$ cat src/rtl/ker_sched_pkg.sv
// Shared definitions for the kernel bank ping-pong scheduler.
// Holds the write-FSM state encodings and the default group-count width.
// No logic; imported by the interface and the scheduler.
package ker_sched_pkg;

    localparam int GRP_BITS_DEF = 8;

    // Write FSM encodings (2-bit, legacy-compatible constants)
    localparam logic [1:0] WS_IDLE  = 2'd0;
    localparam logic [1:0] WS_WAIT  = 2'd1;
    localparam logic [1:0] WS_START = 2'd2;
    localparam logic [1:0] WS_RUN   = 2'd3;

endpackage

$ cat src/rtl/ker_bank_sched_if.sv
// Handshake bundle between layer controller / write engine / PE array and the scheduler.
// master = scheduler side (drives start, bank selects, status); slave = environment side.
// Pure wiring, no latency; flow control is the start/busy/done level handshake.
interface ker_bank_sched_if
    import ker_sched_pkg::*;
#(
    parameter int GRP_BITS = GRP_BITS_DEF
);
    logic                layer_start;
    logic [GRP_BITS-1:0] cfg_grp_num;
    logic                start_ker_write;
    logic                ker_write_busy;
    logic                ker_write_done;
    logic                wr_bank_sel;
    logic                ker_bank_sel;
    logic                ker_bank_valid;
    logic                comp_done;
    logic                sched_busy;
    logic                layer_done;

    modport master (
        input  layer_start, cfg_grp_num, ker_write_busy, ker_write_done, comp_done,
        output start_ker_write, wr_bank_sel, ker_bank_sel, ker_bank_valid,
               sched_busy, layer_done
    );

    modport slave (
        output layer_start, cfg_grp_num, ker_write_busy, ker_write_done, comp_done,
        input  start_ker_write, wr_bank_sel, ker_bank_sel, ker_bank_valid,
               sched_busy, layer_done
    );
endinterface

$ cat src/rtl/ker_bank_sched.sv
// Ping-pong scheduler for the two kernel SRAM banks: loads group g+1 while group g is consumed.
// Latency: start_ker_write rises two edges after an accepted layer_start; layer_done one edge after last comp_done.
// Backpressure: a write start waits for a free bank and an idle engine; start is held until busy is seen.
// Ports: clk, reset (async active-low), bus (ker_bank_sched_if.master) carrying the layer,
// write-engine and PE handshakes plus the wr/rd bank selects.
module ker_bank_sched
    import ker_sched_pkg::*;
#(
    parameter int GRP_BITS = GRP_BITS_DEF
)(
    input  logic              clk,
    input  logic              reset,
    ker_bank_sched_if.master  bus
);

    logic [1:0]          ws;
    logic [1:0]          bank_full;
    logic [1:0]          bank_nxt;
    logic                wr_ptr;
    logic                rd_ptr;
    logic [GRP_BITS-1:0] wr_cnt;
    logic [GRP_BITS-1:0] rd_cnt;
    logic [GRP_BITS-1:0] rd_cnt_nxt;
    logic [GRP_BITS-1:0] grp_num;
    logic                sched_busy;
    logic                layer_done;

    logic                accept;
    logic                rd_fire;
    logic                wr_fire;
    logic                finish;
    logic                bank_valid;

    assign accept     = bus.layer_start & ~sched_busy;
    assign bank_valid = sched_busy & bank_full[rd_ptr];
    assign rd_fire    = bus.comp_done & bank_valid;
    assign wr_fire    = (ws == WS_RUN) & bus.ker_write_done;
    assign rd_cnt_nxt = rd_cnt + {{(GRP_BITS-1){1'b0}}, rd_fire};

    // Looks at the post-update read count so layer_done lands one edge after the
    // final comp_done; with zero groups this fires on the first busy cycle.
    assign finish = sched_busy & (rd_cnt_nxt == grp_num);

    // A write completion and a consume in the same cycle always touch opposite
    // banks (a bank is written only while empty, read only while full).
    always_comb begin
        bank_nxt = bank_full;
        if (wr_fire) bank_nxt[wr_ptr] = 1'b1;
        if (rd_fire) bank_nxt[rd_ptr] = 1'b0;
    end

    always_ff @(posedge clk or negedge reset) begin
        if (!reset) begin
            ws         <= WS_IDLE;
            bank_full  <= 2'b00;
            wr_ptr     <= 1'b0;
            rd_ptr     <= 1'b0;
            wr_cnt     <= '0;
            rd_cnt     <= '0;
            grp_num    <= '0;
            sched_busy <= 1'b0;
            layer_done <= 1'b0;
        end else begin
            layer_done <= finish;
            if (accept) begin
                grp_num    <= bus.cfg_grp_num;
                wr_cnt     <= '0;
                rd_cnt     <= '0;
                wr_ptr     <= 1'b0;
                rd_ptr     <= 1'b0;
                bank_full  <= 2'b00;
                sched_busy <= 1'b1;
                ws         <= WS_WAIT;
            end else if (sched_busy) begin
                bank_full <= bank_nxt;
                if (rd_fire) begin
                    rd_ptr <= ~rd_ptr;
                    rd_cnt <= rd_cnt_nxt;
                end
                if (wr_fire) begin
                    wr_ptr <= ~wr_ptr;
                    wr_cnt <= wr_cnt + 1'b1;
                end
                case (ws)
                    WS_WAIT: begin
                        // Engine must also be idle: it may keep busy high for a
                        // few recovery cycles after its done pulse.
                        if ((wr_cnt != grp_num) && !bank_full[wr_ptr] && !bus.ker_write_busy)
                            ws <= WS_START;
                    end
                    WS_START: begin
                        if (bus.ker_write_busy) ws <= WS_RUN;
                    end
                    WS_RUN: begin
                        if (bus.ker_write_done) ws <= WS_WAIT;
                    end
                    default: ws <= ws;
                endcase
                if (finish) begin
                    sched_busy <= 1'b0;
                    ws         <= WS_IDLE;
                end
            end
        end
    end

    assign bus.start_ker_write = (ws == WS_START);
    assign bus.wr_bank_sel     = wr_ptr;
    assign bus.ker_bank_sel    = rd_ptr;
    assign bus.ker_bank_valid  = bank_valid;
    assign bus.sched_busy      = sched_busy;
    assign bus.layer_done      = layer_done;

endmodule

$ cat src/flat_wrapper.sv
// flat-port wrapper written by rule: the top's interface ports become plain ports
module ker_bank_sched_flat import ker_sched_pkg::*;
#(
    parameter int GRP_BITS = GRP_BITS_DEF
)
  (clk, reset, bus_layer_start, bus_cfg_grp_num, bus_ker_write_busy, bus_ker_write_done, bus_comp_done, bus_start_ker_write, bus_wr_bank_sel, bus_ker_bank_sel, bus_ker_bank_valid, bus_sched_busy, bus_layer_done);
  ker_bank_sched_if #(.GRP_BITS(GRP_BITS)) bus_i ();
  input  logic clk;
  input  logic reset;
  input wire logic [$bits(bus_i.layer_start)-1:0] bus_layer_start;
  input wire logic [$bits(bus_i.cfg_grp_num)-1:0] bus_cfg_grp_num;
  input wire logic [$bits(bus_i.ker_write_busy)-1:0] bus_ker_write_busy;
  input wire logic [$bits(bus_i.ker_write_done)-1:0] bus_ker_write_done;
  input wire logic [$bits(bus_i.comp_done)-1:0] bus_comp_done;
  output wire logic [$bits(bus_i.start_ker_write)-1:0] bus_start_ker_write;
  output wire logic [$bits(bus_i.wr_bank_sel)-1:0] bus_wr_bank_sel;
  output wire logic [$bits(bus_i.ker_bank_sel)-1:0] bus_ker_bank_sel;
  output wire logic [$bits(bus_i.ker_bank_valid)-1:0] bus_ker_bank_valid;
  output wire logic [$bits(bus_i.sched_busy)-1:0] bus_sched_busy;
  output wire logic [$bits(bus_i.layer_done)-1:0] bus_layer_done;
  assign bus_i.layer_start = bus_layer_start;
  assign bus_i.cfg_grp_num = bus_cfg_grp_num;
  assign bus_i.ker_write_busy = bus_ker_write_busy;
  assign bus_i.ker_write_done = bus_ker_write_done;
  assign bus_i.comp_done = bus_comp_done;
  assign bus_start_ker_write = bus_i.start_ker_write;
  assign bus_wr_bank_sel = bus_i.wr_bank_sel;
  assign bus_ker_bank_sel = bus_i.ker_bank_sel;
  assign bus_ker_bank_valid = bus_i.ker_bank_valid;
  assign bus_sched_busy = bus_i.sched_busy;
  assign bus_layer_done = bus_i.layer_done;
  ker_bank_sched #(.GRP_BITS(GRP_BITS)) u_core (.clk(clk), .reset(reset), .bus(bus_i));
endmodule
$ cat config.mk
export PLATFORM = sky130hd
export DESIGN_NAME = ker_bank_sched_flat
export DESIGN_NICKNAME = d
export VERILOG_FILES = /design/src/rtl/ker_sched_pkg.sv /design/src/rtl/ker_bank_sched_if.sv /design/src/rtl/ker_bank_sched.sv /design/src/flat_wrapper.sv
export SDC_FILE = /design/constraint.sdc
export NUM_CORES = 1
export LEC_CHECK = 0
export CAP_MARGIN = 10
export CORE_UTILIZATION = 55
export CTS_BUF_LIST = sky130_fd_sc_hd__clkbuf_8 sky130_fd_sc_hd__clkbuf_16
export DETAILED_ROUTE_END_ITERATION = 10
export GPL_ROUTABILITY_DRIVEN = 0
export PLACE_DENSITY = 0.88
export SYNTH_ARGS = -nofsm -noshare
export SYNTH_HDL_FRONTEND = slang
export SYNTH_SLANG_ARGS = --single-unit
$ cat constraint.sdc
create_clock -name clk -period 4.9 [get_ports clk]
set_clock_uncertainty 0.15 [all_clocks]
set_input_delay 0.735 -clock clk [delete_from_list [all_inputs] [get_ports clk]]
set_output_delay 0.735 -clock clk [all_outputs]
set_load 0.005 [all_outputs]
Yosys cells after proc, flatten, opt, wreduce, memory -nomap -nowiden
Cells that the tools add are included.
- register bits after elaboration: 32
- bits of input ports: 14
- output and inout port bits: 6
- logic and storage cells: 81
- reductions and logical operators: 13
- bitwise logic cells: 11
- add/sub/neg operators: 2
- multiplexer cells: 34
- equality and inequality tests: 8
- $lt $le $gt $ge: 4
- operators by type and width (operator ; count):
    8-bit two-way mux ; 6
    2-bit two-way mux ; 10
    1-bit two-way mux ; 15
    8-bit by 1-bit adder with 8-bit output ; 1
    8-bit by 1-bit adder with 8-bit output, second input constant ; 1
    8-bit == test ; 1
    4-bit by 2-bit != test with 1-bit output, second input constant ; 2
    8-bit != test ; 1
    2-bit case mux with 3 select lines ; 1
    2-bit nonzero test ; 3
    1-bit bitwise AND ; 5
    5-bit AND reduction ; 1
    5-bit nonzero test ; 1
    2-bit == test, second input constant ; 2
    1-bit logical AND ; 4
    1-bit by 2-bit less-than comparator with 1-bit output, second input constant ; 2
    4-bit by 1-bit != test with 1-bit output, second input constant ; 1
    2-bit AND reduction ; 2
    1-bit NOT ; 3
    2-bit bitwise AND ; 1
    1-bit demux with 1-bit select ; 2
    2-bit by 1-bit == test with 1-bit output, second input constant ; 1
    1-bit >= comparator, second input constant ; 2
    1-bit logical NOT ; 2
    2 further kinds ; 2

Longest topological paths before layout
Gate-level depths: netlist of run 1.
- depth after elaboration: 10
- depth in mapped cells: 10
- gate-level depth less buffers: 10

Worst setup path after synthesis of run 1
No wires, ideal clock.
- path type: in2reg
- from: in bus_comp_done
- to: reg u_core.ws[0]
- arrival: 2.109 ns
- stages: 9
- setup time: 0.133 ns
- data required time: 4.617 ns
- path slack: 2.507 ns
- cell sequence: nand3b_4 inv_2 ha_1 ha_1 nand3_1 xor3_2 o211ai_2 nor4_4 a21oi_1
- word-level cells in the longest chain between the ends: 7
- RTL lines (element ; line ; source):
    from (decl) ; flat_wrapper.sv:14 ; input wire logic [$bits(bus_i.comp_done)-1:0] bus_comp_done;
    1-bit bitwise AND * ; ker_bank_sched.sv:36 ; assign rd_fire = bus.comp_done & bank_valid;
    8-bit by 1-bit adder with 8-bit output * ; ker_bank_sched.sv:38 ; assign rd_cnt_nxt = rd_cnt + {{(GRP_BITS-1){1'b0}}, rd_fire};
    8-bit == test * ; ker_bank_sched.sv:42 ; assign finish = sched_busy & (rd_cnt_nxt == grp_num);
    1-bit bitwise AND * ; ker_bank_sched.sv:42 ;
    net u_core.finish ; ker_bank_sched.sv:31 ; logic finish;
    branches (longest 3 deep; another with 5-bit AND reduction) ; -- ;
    to (signal assigned) ; ker_bank_sched.sv:97 ; default: ws <= ws;
    to (decl) ; ker_bank_sched.sv:16 ; logic [1:0] ws;
Mark *: on every way through the listed nets, which the timed path passes. The select of a mux whose other input is x is not followed.
A chain may end at the register's enable or synchronous reset.

Worst setup path after layout of run 1
Same ends and word-level chain as after synthesis.

==> impl_metrics.csv, run 1 <==
group,metric,value,unit
grt,grt_max_degree,33,
synth,synth_compound_area_share,11.53,%
sta,hold_viol_final,0,
sta,worstMarginPinSlew,0.6357,ns
floorplanning,std_cell_rows,20,
grt,grt_pass1_wl,6658,um
hold_path,holdPathEnd,"u_core.wr_cnt[7]$_DFFE_PN0P_",
synth,synthesis.area,1834,sq um
layout,post-route-util,69.19,%
cts,clk_latency,0.28,ns
synth,synth_edf_count,0,
sta,fin_crit,2.994,ns
worst_setup_path,r2r_start,"u_core.bus.ker_bank_sel$_DFFE_PN0P_",
sta,slew_headroom,57.62,%
layout,mostFrequentLayoutCell,"nand2_1",
worst_setup_path,worstReg2RegEnd,"u_core.ws[0]$_DFFE_PN0P_",
worst_setup_path,reg2reg_depth,10,
synth,synth.mux.area_fraction,1.705,%
layout,diodes,0,
hold_path,hold_path_startpoint,"u_core.wr_cnt[7]$_DFFE_PN0P_",
worst_setup_path,required,4.90,ns
grt,antenna_found_initial,0,
synth,avgSynthCellArea,9.553,sq um
layout,nFillCells,259,
layout,final_cells,259,
layout,nets,232,
worst_setup_path,criticalPathCategory,"input pin to register",
floorplanning,core,3103,sq um
worst_setup_path,r2r_slack,2.18,ns
cts,cts_max_path_buffers,2,
grt,grt_pass1_vias,1442,
flow_run,maxCapViolCount,0,
layout,areaGrowthSynthToFinish,17.05,%
cts,cts_root_buf,"clkbuf_8",
route,first_pass_iters,4,
sta,setup_tns,0,ns
synth,synth_seq_cells,32,
worst_setup_path,path_max_fanout,12,
route,ant_nets,0,
synth,yosys.area_share.simple,24.76,%
pwr,p_leak,0.001019,uW
synth,synthArstFlopShare,100.0,%
synth,synth_top_family_by_area,"simple AND/OR/NAND/NOR gates",
synth,ys_seq_area_share,43.66,%
route,wl_per_cell,15.12,um
cts,cts_max_level,2,
cts,numCtsBuffers,5,
cts,cts-hold-fix-buffers,0,
cts,clock-sinks,32,
route,drt_iter0_drc,110,
worst_setup_path,critPathCaptureType,"register",
floorplanning,initial_core_util,59.11,%
outcome,outcome,"finished clean",
place,dp_hpwl,2636,um
synth,synth_top_area_share,43.66,%
route,via_count,1477,
floorplanning,fp.dieW,59.75,um
floorplanning,die_h,59.75,um
layout,final_cell_mix,"nand2_1, dfrtp_1, clkdlybuf4s50_1, nor2_1, xor2_1",
route,drcViolationCount,0,
place,place_inst,251,
sta,max_clock_freq,334.0,MHz
route,viasPerCell,5.703,
cts,clk_pin_slew,0.06,ns
floorplanning,dieArea,3570,sq um
worst_setup_path,crit_arrival,3.00,ns
synth,yosysWarningCount,0,
synth,syn-num-nets,210,
sta,slew_violations,0,
grt,grt_remaining_overflow,0,
synth,synth-xor-area-share,13.17,%
sta,min_period_over_period,61.11,%
sta,rsz0062_at_grt,"false",
synth,synth_fa_ha_area_share,2.729,%
synth,yosys-top-cells-area,"dfrtp_1, nand2_1, xor2_1",
synth,yosysUniqueCellTypes,39,
synth,ys.flop_type,"dfrtp_1",
cts,post_cts_buffers,0,
pwr,power.density,529.8,nW/um^2
pwr,vdd_drop_max,0.2445,mV
cts,cts.repair.resized,0,
route,routed_wl,3915,um
floorplanning,ios,20,
sta,setup_viol,0,
layout,drive_gt1_share,9.767,%
synth,yosysTopAreaCell,"dfrtp_1",
hold_path,hp-class,"register to register",
worst_setup_path,worst_setup_path_start_kind,"input pin",
place,portBuffers,19,
cts,cts_tree,"built",
hold_path,whs_path_depth,1,
synth,synthCells,192,
grt,track_usage,26.52,%
## worst max-delay path, cell delays in order
cell             delay (ns)
clkdlybuf4s50_1        0.53
nand3b_4               0.17
inv_2                  0.21
ha_1                   0.17
ha_1                   0.24
nand3_1                0.15
xor3_2                 0.24
o211ai_2               0.10
nor4_4                 0.36
a21oi_1                0.09
## synthesized netlist by cell type (2+ instances only)
cell      count
a21oi_1       9
a31oi_1       2
and3_2        2
and3_4        2
buf_6         2
clkbuf_1      4
dfrtp_1      32
ha_1          4
mux2i_1       2
nand2_1      43
nand3_1       7
nand4_1       5
nor2_1       15
nor2b_1       3
nor4_1        2
o211ai_1      3
o21ai_0      12
o31ai_1       2
xnor2_1       8
xor2_1       14
## worst max-delay path by stage
stage,cells past startpoint,slack (ns),end,start
global route,10,1.74,u_core.ws[1]$_DFFE_PN0P_,bus_comp_done
global placement,10,1.74,u_core.ws[1]$_DFFE_PN0P_,bus_comp_done
floorplan,9,2.51,u_core.ws[0]$_DFFE_PN0P_,bus_comp_done
finish,10,1.91,u_core.ws[0]$_DFFE_PN0P_,bus_comp_done
CTS,10,1.91,u_core.ws[0]$_DFFE_PN0P_,bus_comp_done
detailed placement,10,1.65,u_core.ws[0]$_DFFE_PN0P_,bus_comp_done
## per-stage QoR
step | worst slack (ns) | total power (uW) | instance area, sq um | hold WS, ns
2_1_floorplan | 2.507 | 787.3 | 1834 | 0.2894
3_3_place_gp | 1.741 | 904.0 | 2057 | 0.3368
3_5_place_dp | 1.655 | 923.9 | 2057 | 0.3471
4_1_cts | 1.914 | 1137 | 2147 | 0.3557
5_1_grt | 1.736 | 1221 | 2147 | 0.3749
6_report | 1.906 | 1138 | 2147 | 0.3584
## logic make-up (layout without fill, tap and decap cells)
family,after synthesis,after routing
multiplexers,3,3
buffers and inverters,8,31
flip-flops,32,32
adder cells (fa/ha/maj),4,4
AO/OA/AOI/OAI,34,34
AND/OR/NAND/NOR,87,87
XOR/XNOR,24,24
## state kept, by name, indices dropped and copies added, names as in the netlist
signal                   cells
u_core.bank_full             2
u_core.bus.ker_bank_sel      1
u_core.bus.layer_done        1
u_core.bus.sched_busy        1
u_core.bus.wr_bank_sel       1
u_core.grp_num               8
u_core.rd_cnt                8
u_core.wr_cnt                8
u_core.ws                    2
## final cells by class
type | instances | area (sq um) | area share, %
Clock buffer | 6 | 82.58 | 3.846
Clock inverter | 2 | 7.507 | 0.3497
Inverter | 2 | 7.507 | 0.3497
Multi-Input combinational cell | 152 | 988.4 | 46.04
Sequential cell | 32 | 800.8 | 37.30
Tap cell | 44 | 55.05 | 2.564
Timing Repair Buffer | 21 | 205.2 | 9.557
## per-layer routing
metal | GRT usage (%) | wire length (um) | part of all wire [%]
met1 | 31.88 | 1704 | 44
met2 | 41.59 | 1887 | 48
met3 | 8.009 | 188 | 4.8
met4 | 16.28 | 134 | 3.4
met5 | 0 | 0 | 0
## report_power, final
part,leakage (uW),internal (uW),switching [uW],total (uW)
clock,0.0000538,110,89.5,200
combinational,0.000548,224,239,463
sequential,0.000417,345,130,475
total,0.00102,678,459,1140
Note: power is estimated with default switching activity, not from simulation.
==> inputs of run 2 (changes only) <==
--- a/config.mk
+++ b/config.mk
@@ -6,11 +6,11 @@
 export NUM_CORES = 1
 export LEC_CHECK = 0
 export CAP_MARGIN = 10
-export CORE_UTILIZATION = 55
+export CORE_UTILIZATION = 50
 export CTS_BUF_LIST = sky130_fd_sc_hd__clkbuf_8 sky130_fd_sc_hd__clkbuf_16
 export DETAILED_ROUTE_END_ITERATION = 10
 export GPL_ROUTABILITY_DRIVEN = 0
-export PLACE_DENSITY = 0.88
+export PLACE_DENSITY = 0.85
 export SYNTH_ARGS = -nofsm -noshare
 export SYNTH_HDL_FRONTEND = slang
 export SYNTH_SLANG_ARGS = --single-unit
==> constraint.sdc (replaced) <==
create_clock -name clk -period 2.4 [get_ports clk]
set_clock_uncertainty 0.15 [all_clocks]
set_input_delay 0.36 -clock clk [delete_from_list [all_inputs] [get_ports clk]]
set_output_delay 0.36 -clock clk [all_outputs]
set_load 0.005 [all_outputs]
==> run 2 against run 1 <==
Compared with the run above: the run now ends with negative setup slack left; utilization shrank 0.55 points; register-to-register slack got worse by 2.2 ns; sequential power is 97% higher; largest cell class unchanged; clock power grew to 2.6 times the previous value; combinational power grew 140%; die area increased by 9.7%; sequential cell count stayed put; final cell count grew 6.6%; worst setup slack worse by 1.9 ns; highest routed layer unchanged.
==> impl_metrics.csv, run 2 (same netlist as run 1, synthesis figures left out) <==
group,metric,value,unit
route,ant_nets,0,
cts,cts_max_level,2,
floorplanning,ios,20,
route,drt_iter0_drc,94,
worst_setup_path,r2r_slack,-0.03,ns
route,first_pass_iters,4,
sta,max_clock_freq,410.9,MHz
flow_run,maxCapViolCount,0,
grt,grt_max_degree,33,
grt,grt_pass1_wl,7169,um
pwr,power.density,1101,nW/um^2
worst_setup_path,worstReg2RegEnd,"u_core.ws[1]$_DFFE_PN0P_",
worst_setup_path,crit_arrival,2.46,ns
cts,clk_latency,0.29,ns
worst_setup_path,criticalPathCategory,"register to register",
layout,drive_gt1_share,20.43,%
sta,min_period_over_period,101.4,%
cts,cts_root_buf,"clkbuf_8",
cts,clock-sinks,32,
sta,setup_tns,-0.05206,ns
sta,hold_viol_final,0,
sta,fin_crit,2.434,ns
grt,antenna_found_initial,0,
worst_setup_path,worst_setup_path_start_kind,"register",
layout,areaGrowthSynthToFinish,27.83,%
grt,grt_remaining_overflow,0,
worst_setup_path,reg2reg_depth,10,
layout,top_regs,"u_core.grp_num x8, u_core.rd_cnt x8, u_core.wr_cnt x8",
place,portBuffers,19,
floorplanning,dieArea,3915,sq um
sta,worstMarginPinSlew,0.6487,ns
worst_setup_path,path_max_fanout,4,
floorplanning,std_cell_rows,21,
place,dp_hpwl,2955,um
pwr,p_total,2581,uW
sta,slew_violations,0,
cts,clk_pin_slew,0.07,ns
layout,final_cell_mix,"nand2_1, dfrtp_1, clkdlybuf4s50_1, buf_4, nor2_1",
floorplanning,core,3416,sq um
grt,track_usage,23.93,%
sta,rsz0062_at_grt,"true",
floorplanning,fp.dieW,62.57,um
cts,cts_max_path_buffers,2,
floorplanning,initial_core_util,53.70,%
cts,cts_tree,"built",
grt,grt_pass1_vias,1543,
layout,regArea,800.8,sq um
sta,hold_ws,0.3062,ns
worst_setup_path,r2r_start,"u_core.bus.ker_bank_sel$_DFFE_PN0P_",
worst_setup_path,critPathCaptureType,"register",
place,dp_slack,-0.1717,ns
sta,setup_viol,2,
worst_setup_path,required,2.43,ns
worst_setup_path,critical_path.endpoint,"u_core.ws[1]$_DFFE_PN0P_",
route,wl_per_cell,15.45,um
route,viasPerCell,5.645,
route,routed_wl,4265,um
layout,multiInputGateArea,1047,sq um
layout,nFillCells,268,
layout,nets,247,
pwr,vdd_drop_max,0.7215,mV
pwr,p_leak,0.001101,uW
floorplanning,die_h,62.57,um
layout,mostFrequentLayoutCell,"nand2_1",
hold_path,hp-class,"input pin to asynchronous set/reset pin",
sta,slew_headroom,56.75,%
route,via_count,1558,
layout,diodes,0,
route,drcViolationCount,0,
sta,setup_ws,-0.03394,ns
worst_setup_path,startpoint,"u_core.bus.ker_bank_sel$_DFFE_PN0P_",
outcome,violations,"negative setup slack",
cts,numCtsBuffers,5,
outcome,outcome,"complete, but fails checks",
run 2: changes by cell type in the layout (fill, tap and decap cells not counted), moves of 2 or more:
cell	previous run	this run
a21oi_2	0	3
inv_1	3	1
buf_4	2	17
ha_4	0	2
ha_1	4	2
a21oi_1	9	6
run 2: cell type report:
cell class | count | share of cell area [%]
multi-input combinational | 152 | 44.66
tap | 46 | 2.455
clock inverter | 3 | 1.814
inverter | 2 | 0.4269
timing repair buffer | 36 | 13.55
clock buffer | 5 | 2.935
sequential | 32 | 34.15
run 2: critical path, stage by stage, from the launching register on:
cell and delay [ns]:
dfrtp_1 0.40, mux2i_2 0.17, nand3b_4 0.18, inv_4 0.09, ha_1 0.21, and4_4 0.26, and3_2 0.20, o211ai_2 0.10
nor4_4 0.35, buf_4 0.17, a21oi_2 0.03
run 2: worst min-delay path by stage:
stage / depth (start not counted) / endpoint / start / slack, ns
after floorplan: 0 / u_core.bank_full[0]$_DFFE_PN0P_ / reset / -0.09
after global placement: 1 / u_core.wr_cnt[7]$_DFFE_PN0P_ / u_core.wr_cnt[7]$_DFFE_PN0P_ / 0.34
after detailed placement: 1 / u_core.wr_cnt[7]$_DFFE_PN0P_ / u_core.wr_cnt[7]$_DFFE_PN0P_ / 0.37
after CTS: 2 / u_core.bank_full[0]$_DFFE_PN0P_ / reset / 0.32
after global routing: 2 / u_core.bus.wr_bank_sel$_DFFE_PN0P_ / reset / 0.35
final: 2 / u_core.bus.wr_bank_sel$_DFFE_PN0P_ / reset / 0.31
run 2: metrics by stage:
| step | cell area, sq um | util, % | cells |
|---|---|---|---|
| after floorplan | 1834 | - | 192 |
| after global placement | 2150 | 62.93 | 265 |
| after detailed placement | 2150 | 62.93 | 265 |
| after CTS | 2261 | 66.19 | 273 |
| after global routing | 2345 | 68.64 | 276 |
| final | 2345 | 68.64 | 276 |
run 2: repair_timing:
item,in CTS,in global routing
endpoints found under the hold margin,0,0
endpoints found under the setup margin,0,5
setup buffers,0,3
hold buffers,0,0
gates resized for setup,0,13
run 2: power by group:
group | switching (uW) | leakage [uW] | internal (uW) | total, uW
clock network | 214 | 0.0000541 | 307 | 521
registers | 232 | 0.000417 | 703 | 935
logic | 559 | 0.000630 | 567 | 1130
run 2: layer usage:
metal  global-route usage [%]  up-vias  wire length (um)
li1                         -      737                 -
met1                    29.03      747              1755
met2                    38.72       53              2110
met3                    6.752       21               212
met4                    12.21        0               186
met5                        0        -                 0
